### config.mk
export PLATFORM = sky130hd
export DESIGN_NAME = shift_register_set_flat
export DESIGN_NICKNAME = d
export VERILOG_FILES = /design/src/rtl/shift_register_set_if.sv /design/src/rtl/shift_register_set.sv /design/src/flat_wrapper.sv
export SDC_FILE = /design/constraint.sdc
export NUM_CORES = 1
export LEC_CHECK = 0
export ABC_AREA = 0
export CAP_MARGIN = 10
export CORE_AREA = 4 4 41 43
export CTS_BUF_LIST = sky130_fd_sc_hd__clkbuf_2 sky130_fd_sc_hd__clkbuf_4 sky130_fd_sc_hd__clkbuf_8
export CTS_CLUSTER_SIZE = 25
export DETAILED_ROUTE_END_ITERATION = 8
export DIE_AREA = 0 0 45 47
export GPL_ROUTABILITY_DRIVEN = 0
export PLACE_DENSITY = 0.66
export SYNTH_ARGS = -nofsm -noshare
export SYNTH_HDL_FRONTEND = slang
export SYNTH_SLANG_ARGS = --single-unit
### constraint.sdc
create_clock -name clk -period 1.1 [get_ports clk]
set_input_delay 0.22 -clock clk [delete_from_list [all_inputs] [get_ports clk]]
set_output_delay 0.22 -clock clk [all_outputs]
set_load 0.05 [all_outputs]
### src/rtl/shift_register_set_if.sv
// Signal bundle for the three shift/storage channels of shift_register_set.
// The master side drives serial/parallel inputs and loads; the slave side returns register contents.
interface shift_register_set_if #(
  parameter int WIDTH = 4
);

  logic             sipo_sin;
  logic [WIDTH-1:0] sipo_q;

  logic [WIDTH-1:0] piso_d;
  logic             piso_load;
  logic             piso_sout;

  logic [WIDTH-1:0] pipo_d;
  logic             pipo_load;
  logic [WIDTH-1:0] pipo_q;

  modport master (
    output sipo_sin,
    output piso_d,
    output piso_load,
    output pipo_d,
    output pipo_load,
    input  sipo_q,
    input  piso_sout,
    input  pipo_q
  );

  modport slave (
    input  sipo_sin,
    input  piso_d,
    input  piso_load,
    input  pipo_d,
    input  pipo_load,
    output sipo_q,
    output piso_sout,
    output pipo_q
  );

endinterface

### src/rtl/shift_register_set.sv
// Three independent WIDTH-bit registers sharing clk/rst: serial-in/parallel-out,
// parallel-in/serial-out (MSB first, zero fill) and a loadable parallel holding register.
module shift_register_set #(
  parameter int WIDTH = 4
) (
  input  logic                 clk,
  input  logic                 rst,
  shift_register_set_if.slave  bus
);

  if (WIDTH < 2) begin : g_width_check
    $error("shift_register_set: WIDTH must be at least 2");
  end

  logic [WIDTH-1:0] sreg;
  logic [WIDTH-1:0] preg;
  logic [WIDTH-1:0] qreg;

  // SIPO: shifts on every edge, newest bit enters at the LSB.
  // NOTE: state is updated with non-blocking assignments so every register samples
  // pre-edge values; reset is asynchronous, so it clears state without waiting for a clock.
  always_ff @(posedge clk or posedge rst) begin
    if (rst) begin
      sreg <= '0;
    end else begin
      sreg <= {sreg[WIDTH-2:0], bus.sipo_sin};
    end
  end

  // PISO: load wins over shift, so a reload mid-word restarts the word.
  always_ff @(posedge clk or posedge rst) begin
    if (rst) begin
      preg <= '0;
    end else if (bus.piso_load) begin
      preg <= bus.piso_d;
    end else begin
      preg <= {preg[WIDTH-2:0], 1'b0};
    end
  end

  always_ff @(posedge clk or posedge rst) begin
    if (rst) begin
      qreg <= '0;
    end else if (bus.pipo_load) begin
      qreg <= bus.pipo_d;
    end
  end

  // Outputs come straight from the registers; no input reaches an output combinationally.
  assign bus.sipo_q    = sreg;
  assign bus.piso_sout = preg[WIDTH-1];
  assign bus.pipo_q    = qreg;

endmodule

### src/flat_wrapper.sv
// flat-port wrapper written by rule: the top's interface ports become plain ports
module shift_register_set_flat 
#(
  parameter int WIDTH = 4
)
  (clk, rst, bus_sipo_sin, bus_piso_d, bus_piso_load, bus_pipo_d, bus_pipo_load, bus_sipo_q, bus_piso_sout, bus_pipo_q);
  shift_register_set_if #(.WIDTH(WIDTH)) bus_i ();
  input  logic clk;
  input  logic rst;
  input wire logic [$bits(bus_i.sipo_sin)-1:0] bus_sipo_sin;
  input wire logic [$bits(bus_i.piso_d)-1:0] bus_piso_d;
  input wire logic [$bits(bus_i.piso_load)-1:0] bus_piso_load;
  input wire logic [$bits(bus_i.pipo_d)-1:0] bus_pipo_d;
  input wire logic [$bits(bus_i.pipo_load)-1:0] bus_pipo_load;
  output wire logic [$bits(bus_i.sipo_q)-1:0] bus_sipo_q;
  output wire logic [$bits(bus_i.piso_sout)-1:0] bus_piso_sout;
  output wire logic [$bits(bus_i.pipo_q)-1:0] bus_pipo_q;
  assign bus_i.sipo_sin = bus_sipo_sin;
  assign bus_i.piso_d = bus_piso_d;
  assign bus_i.piso_load = bus_piso_load;
  assign bus_i.pipo_d = bus_pipo_d;
  assign bus_i.pipo_load = bus_pipo_load;
  assign bus_sipo_q = bus_i.sipo_q;
  assign bus_piso_sout = bus_i.piso_sout;
  assign bus_pipo_q = bus_i.pipo_q;
  shift_register_set #(.WIDTH(WIDTH)) u_core (.clk(clk), .rst(rst), .bus(bus_i));
endmodule
* Word level (Yosys, flattened, before mapping) *
Index checks and enable logic that the tools add are counted.

storage, ports and cells
  register bits after elaboration = 12
  input bits = 13
  output and inout bits = 9
  logic and storage cells = 4

cells by class
  mux-type cells = 1

operators with widths
  operator          count
  2-to-1 mux 4 bit  1

* Logic depth before layout (Yosys ltp) *
Gate-level depths: netlist of the first run.

  word-level depth = 1
  mapped depth = 1
  depth with buffers taken out = 1

* Worst setup path after synthesis of the first run *
Ideal clock, no wire load.

  path type = reg2reg
  from = register, netlist name u_core.bus.pipo_q[0]
  to = register u_core.qreg[0] (netlist: u_core.bus.pipo_q[0])
  arrival time = 0.882 ns
  required time = 0.973 ns
  setup slack = 0.091 ns
  cell stages (with the launch flop) = 2
  path buffers = 0
  period minus slack after synthesis = 1.009 ns
  path through = dfrtp_1 mux2_1

RTL lines
  element                 RTL line                  text
  end signal: assignment  shift_register_set.sv:45  qreg <= bus.pipo_d;
  end: declaration        shift_register_set.sv:17  logic [WIDTH-1:0] qreg;

* Worst setup path in the final report of the first run *
  from = register u_core.sreg[0] (netlist: u_core.bus.sipo_q[0])
  to = output bus_sipo_q[0]

RTL lines
  element                   RTL line                  text
  start: declaration        shift_register_set.sv:15  logic [WIDTH-1:0] sreg;
  start signal: assignment  shift_register_set.sv:26  sreg <= {sreg[WIDTH-2:0], bus.sipo_sin};
  end: declaration          flat_wrapper.sv:15        output wire logic [$bits(bus_i.sipo_q)-1:0] bus_sipo_q;

No word-level cell between the ends.

==> qor.yml, run 1 <==
status:
  outcome: "complete, no violations"
critical_path:
  startpoint_type: "register"
  cp_data_arrival_time_ns: 0.84
  required_ns: 0.88
  critPathBufInv: 1
  crit_family: "flip-flops"
  cp-end-kind: "output port"
  worstSetupPathType: "reg2out"
  critPathMaxStageDelay_ns: 0.42
  crit_chain: "buf_12"
  crit_path_max_fanout: 2
  critPathSlowestCell: "dfrtp_1"
timing:
  tightest_slew_ns: 0.435
  max_freq_ghz: 0.940
  finClkSkew_ns: 0.00285
  slew_violations: 0
  finalCritPeriodShare: 0.967
  post-route-min-period_ns: 1.06
  setup_tns_ns: 0
  relSlewSlack: 0.709
  rsz0062_at_grt: "false"
  hold_ws_ns: 0.246
  setup_viol: 0
  finalHoldViolations: 0
routing:
  vias: 272
  drtIter0Drc: 0
  drc: 0
  wl_per_cell_um: 15.3
  drt_wl_total_um: 934
  drtPass1Iterations: 1
  ant_nets: 0
  routed_via_density: 4.46
clock_tree:
  cts-resized-gates: 0
  postCtsSetupBuffers: 0
  clock-sinks: 12
  cts.htree.levels: 1
  clk_latency_ns: 0.26
  clk_pin_slew_ns: 0.07
  cts.hold.buffers_added: 0
  numCtsBuffers: 3
  cts-root-buf: "clkbuf_4"
  clk_path_buf_depth: 2
  cts_tree: "built"
power:
  power_per_cell_area_nw_per_um2: 1500
  switchingPower_mw: 0.296
  ir_drop_uv: 884
  pwr-share-comb: 0.252
  p_leak_nw: 0.336
  seqPwrFrac: 0.448
  swShare: 0.263
  power.internal_mw: 0.829
  clockPowerShare: 0.300
cells_and_area:
  final_cell_mix: "clkdlybuf4s50_1, dfrtp_1, buf_12"
  num_antenna_cells: 0
  seqCellArea_um2: 300
  nets: 60
  drive_gt1_frac: 0.304
  fillers: 118
  multi_input_area_um2: 88.8
  syn_to_final_growth_pct: 90.4
floorplan:
  ios: 22
  rows: 13
  die_h_um: 47
  initial_core_util: 0.302
  die_w_um: 45
  die_area_um2: 2120
  core_um2: 1300
min_path:
  hp-class: "in2async"
logic_synthesis:
  synth-seq-cells: 12
  syn_area_per_cell_um2: 18.7
  yosys_warnings: 0
  syn_nets: 34
  netlist_instances: 21
  yosysSeqAreaShare: 0.764
  synth.cell_area_um2: 393
  synth_cell_types: 5
global_route:
  grt_max_degree: 13
  grt_pass1_wl_mm: 1.52
  grt_pass1_vias: 341
  grt_usage: 0.112
  grt-ovfl-total: 0
  antenna_found_initial: 0
job:
  cap_violations: 0
place:
  numPortBuffers: 21
[sequential cells by signal (all words and copies together) (netlist names)]
register / flops
u_core.bus.pipo_q: 4
u_core.bus.sipo_q: 4
u_core.preg: 4
[per-stage QoR]
stage | util | cell area (um2) | power [mW] | setup slack (ns) | cells
detailed placement | 0.547 | 712 | 0.801 | -0.185 | 57
floorplan | - | 393 | 0.617 | 0.0909 | 21
global route | 0.575 | 748 | 1.17 | 0.000849 | 61
CTS | 0.575 | 748 | 1.14 | 0.0214 | 61
global placement | 0.547 | 712 | 0.791 | -0.123 | 57
finish | 0.575 | 748 | 1.13 | 0.0362 | 61
[logic make-up after synthesis]
| logic type | count (synthesis) | share of synthesized area |
|---|---|---|
| buf+inv | 1 | 0.00954 |
| flops | 12 | 0.764 |
| simple gates | 1 | 0.0159 |
| mux | 7 | 0.210 |
[Yosys cell counts]
master   number  share of area
mux2_4        1          0.038
mux2_1        6           0.17
inv_1         1         0.0095
and2_1        1          0.016
dfrtp_1      12           0.76
[metal layers]
| layer | track usage | share of wire | vias up |
|---|---|---|---|
| met5 | 0 | 0 | - |
| met4 | 0.0702 | 0 | 0 |
| met3 | 0.0421 | 0.15 | 0 |
| met2 | 0.215 | 0.55 | 21 |
| met1 | 0.0962 | 0.30 | 132 |
| li1 | - | - | 119 |
[final cells by class]
| type | instances | share of cell area |
|---|---|---|
| repair buffers | 21 | 0.401 |
| clock buffers | 4 | 0.0485 |
| well taps | 15 | 0.0251 |
| multi-input cells | 8 | 0.119 |
| flip-flops and latches | 12 | 0.401 |
| inverters | 1 | 0.00502 |
[power groups by stage]
stage	combinational, mW	sequential [mW]	clock, mW
6_report	0.284	0.504	0.338
4_1_cts	0.288	0.505	0.348
3_5_place_dp	0.288	0.513	0
3_3_place_gp	0.280	0.511	0
5_1_grt	0.295	0.508	0.368
2_1_floorplan	0.0299	0.587	0
[path summary, 6_finish.rpt]
path                            cells past startpoint                    to            startpoint  slack (ns)
worst max-delay path                                1         bus_sipo_q[0]  u_core.bus.sipo_q[0]        0.04
worst min-delay path                                2        u_core.preg[1]                   rst        0.25
worst max register to register                      1  u_core.bus.pipo_q[2]  u_core.bus.pipo_q[2]        0.28
worst min register to register                      0  u_core.bus.sipo_q[3]  u_core.bus.sipo_q[2]        0.44
max in group asynchronous                           2  u_core.bus.pipo_q[0]                   rst        0.55
min in group clk                                    1  u_core.bus.sipo_q[0]          bus_sipo_sin        0.40
Power figures use the tool's default switching activity.
==> run 2: changes to the inputs <==
==> constraint.sdc (replaced) <==
create_clock -name clk -period 1.3 [get_ports clk]
set_input_delay 0.26 -clock clk [delete_from_list [all_inputs] [get_ports clk]]
set_output_delay 0.26 -clock clk [all_outputs]
set_load 0.05 [all_outputs]
==> results of run 2 <==
Same layout as run 1 (identical final DEF). Status: complete, no violations.
Among the figures that moved: setup slack after placement -0.185 ns -> -0.0246 ns; setup slack after layout 0.0362 ns -> 0.196 ns; hold slack 0.246 ns -> 0.286 ns; register-to-register setup slack 0.28 ns -> 0.48 ns; total power 1.13 mW -> 0.952 mW; worst IR drop on VDD 884 uV -> 748 uV
==> run 3: changes to the inputs <==
--- a/config.mk
+++ b/config.mk
@@ -13,7 +13,7 @@
 export DETAILED_ROUTE_END_ITERATION = 8
 export DIE_AREA = 0 0 45 47
 export GPL_ROUTABILITY_DRIVEN = 0
-export PLACE_DENSITY = 0.66
+export PLACE_DENSITY = 0.69
 export SYNTH_ARGS = -nofsm -noshare
 export SYNTH_HDL_FRONTEND = slang
 export SYNTH_SLANG_ARGS = --single-unit
==> constraint.sdc (replaced) <==
create_clock -name clk -period 1 [get_ports clk]
set_input_delay 0.2 -clock clk [delete_from_list [all_inputs] [get_ports clk]]
set_output_delay 0.2 -clock clk [all_outputs]
set_load 0.05 [all_outputs]
==> qor.yml, run 3 (synthesis results as in run 1) <==
status:
  outcome: "finished with violations"
  violations: "negative setup slack"
cells_and_area:
  final_common_cell: "clkdlybuf4s50_1"
  multi_input_area_um2: 88.8
  fillers: 105
  drive_gt1_frac: 0.391
  seqCellArea_um2: 305
  final_cell_mix: "clkdlybuf4s50_1, buf_12, dfrtp_1"
  num_antenna_cells: 0
  nets: 60
  syn_to_final_growth_pct: 92.4
  fin_util: 0.581
clock_tree:
  cts.htree.levels: 1
  cts.hold.buffers_added: 0
  numCtsBuffers: 3
  cts-root-buf: "clkbuf_4"
  clk_pin_slew_ns: 0.07
  clk_latency_ns: 0.26
  clock-sinks: 12
  clk_path_buf_depth: 2
  cts_tree: "built"
power:
  switchingPower_mw: 0.321
  pwr-share-comb: 0.251
  seqPwrFrac: 0.452
  total_power_mw: 1.24
  p_leak_nw: 0.341
  clockPowerShare: 0.298
  power_per_cell_area_nw_per_um2: 1640
  ir_drop_uv: 861
  swShare: 0.260
  power.internal_mw: 0.915
timing:
  finalCritPeriodShare: 1.05
  finClkSkew_ns: 0.000984
  setup_slack_ns: -0.0462
  relSlewSlack: 0.705
  slew_violations: 0
  post-route-min-period_ns: 1.05
  max_freq_ghz: 0.956
  setup_viol: 9
  rsz0062_at_grt: "true"
  tightest_slew_ns: 0.443
  finalHoldViolations: 0
critical_path:
  crit_chain: "buf_12"
  critPathBufInv: 1
  crit_start: "u_core.bus.pipo_q[0]"
  reg2reg_from: "u_core.bus.pipo_q[0]"
  crit_family: "flip-flops"
  worstSetupPathType: "reg2out"
  cp-end-kind: "output port"
  critPathSlowestCell: "dfrtp_2"
  crit_path_max_fanout: 2
  r2r_end: "u_core.bus.pipo_q[0]"
  ff2ff_setup_slack_ns: 0.17
  cp_data_arrival_time_ns: 0.85
  r2r_cells: 1
  startpoint_type: "register"
  critPathMaxStageDelay_ns: 0.43
  required_ns: 0.80
floorplan:
  die_w_um: 45
  initial_core_util: 0.302
  rows: 13
  die_h_um: 47
  ios: 22
  core_um2: 1300
  die_area_um2: 2120
routing:
  drtIter0Drc: 0
  wl_per_cell_um: 14.4
  drtPass1Iterations: 1
  routed_via_density: 4.41
  vias: 269
  drc: 0
  drt_wl_total_um: 881
  ant_nets: 0
global_route:
  grt-ovfl-total: 0
  grt_max_degree: 13
  antenna_found_initial: 0
  grt_pass1_wl_mm: 1.30
  grt_usage: 0.0942
  grt_pass1_vias: 294
job:
  cap_violations: 0
min_path:
  hp-class: "in2async"
place:
  numPortBuffers: 21
## run 3: routing by layer
layer  vias up  GRT usage  share of wire
met2        19      0.178           0.55
li1        121          -              -
met1       129     0.0913           0.34
met5         -          0              0
met4         0     0.0526              0
met3         0     0.0268           0.11
## run 3: power groups by stage
stage	registers (mW)	logic [mW]	clock network [mW]
finish	0.558	0.310	0.368
detailed placement	0.570	0.315	0
global route	0.563	0.324	0.402
floorplan	0.650	0.0328	0
global placement	0.566	0.309	0
CTS	0.560	0.315	0.386
## run 3: how the worst max path moves through the flow
stage | end | slack [ns] | cells past startpoint
finish | bus_pipo_q[0] | -0.05 | 1
global route | bus_pipo_q[0] | -0.07 | 1
CTS | bus_pipo_q[0] | -0.07 | 1
detailed placement | u_core.bus.pipo_q[3] | -0.27 | 2
global placement | u_core.bus.pipo_q[1] | -0.21 | 2
floorplan | u_core.bus.pipo_q[0] | 0.08 | 1
## run 3: per-stage QoR
stage	setup WS (ns)	setup TNS [ns]	area, um2	instances	hold WS [ns]
after floorplan	0.0769	0	398	21	0.0644
after global placement	-0.208	-1.40	717	57	0.418
after detailed placement	-0.270	-1.80	717	57	0.432
after CTS	-0.0650	-0.468	753	61	0.229
after global routing	-0.0743	-0.546	756	61	0.287
final	-0.0462	-0.309	756	61	0.232
## run 3: area by class of cell
type                       count  share of cell area
sequential                    12               0.404
inverter                       1             0.00497
timing repair buffer          21               0.401
clock buffer                   4              0.0480
tap                           15              0.0248
multi-input combinational      8               0.118
## run 3: what timing repair did
| item | in CTS | in global routing |
|---|---|---|
| setup endpoints to repair | 9 | 11 |
| gates resized for setup | 0 | 1 |
| setup buffers | 0 | 0 |
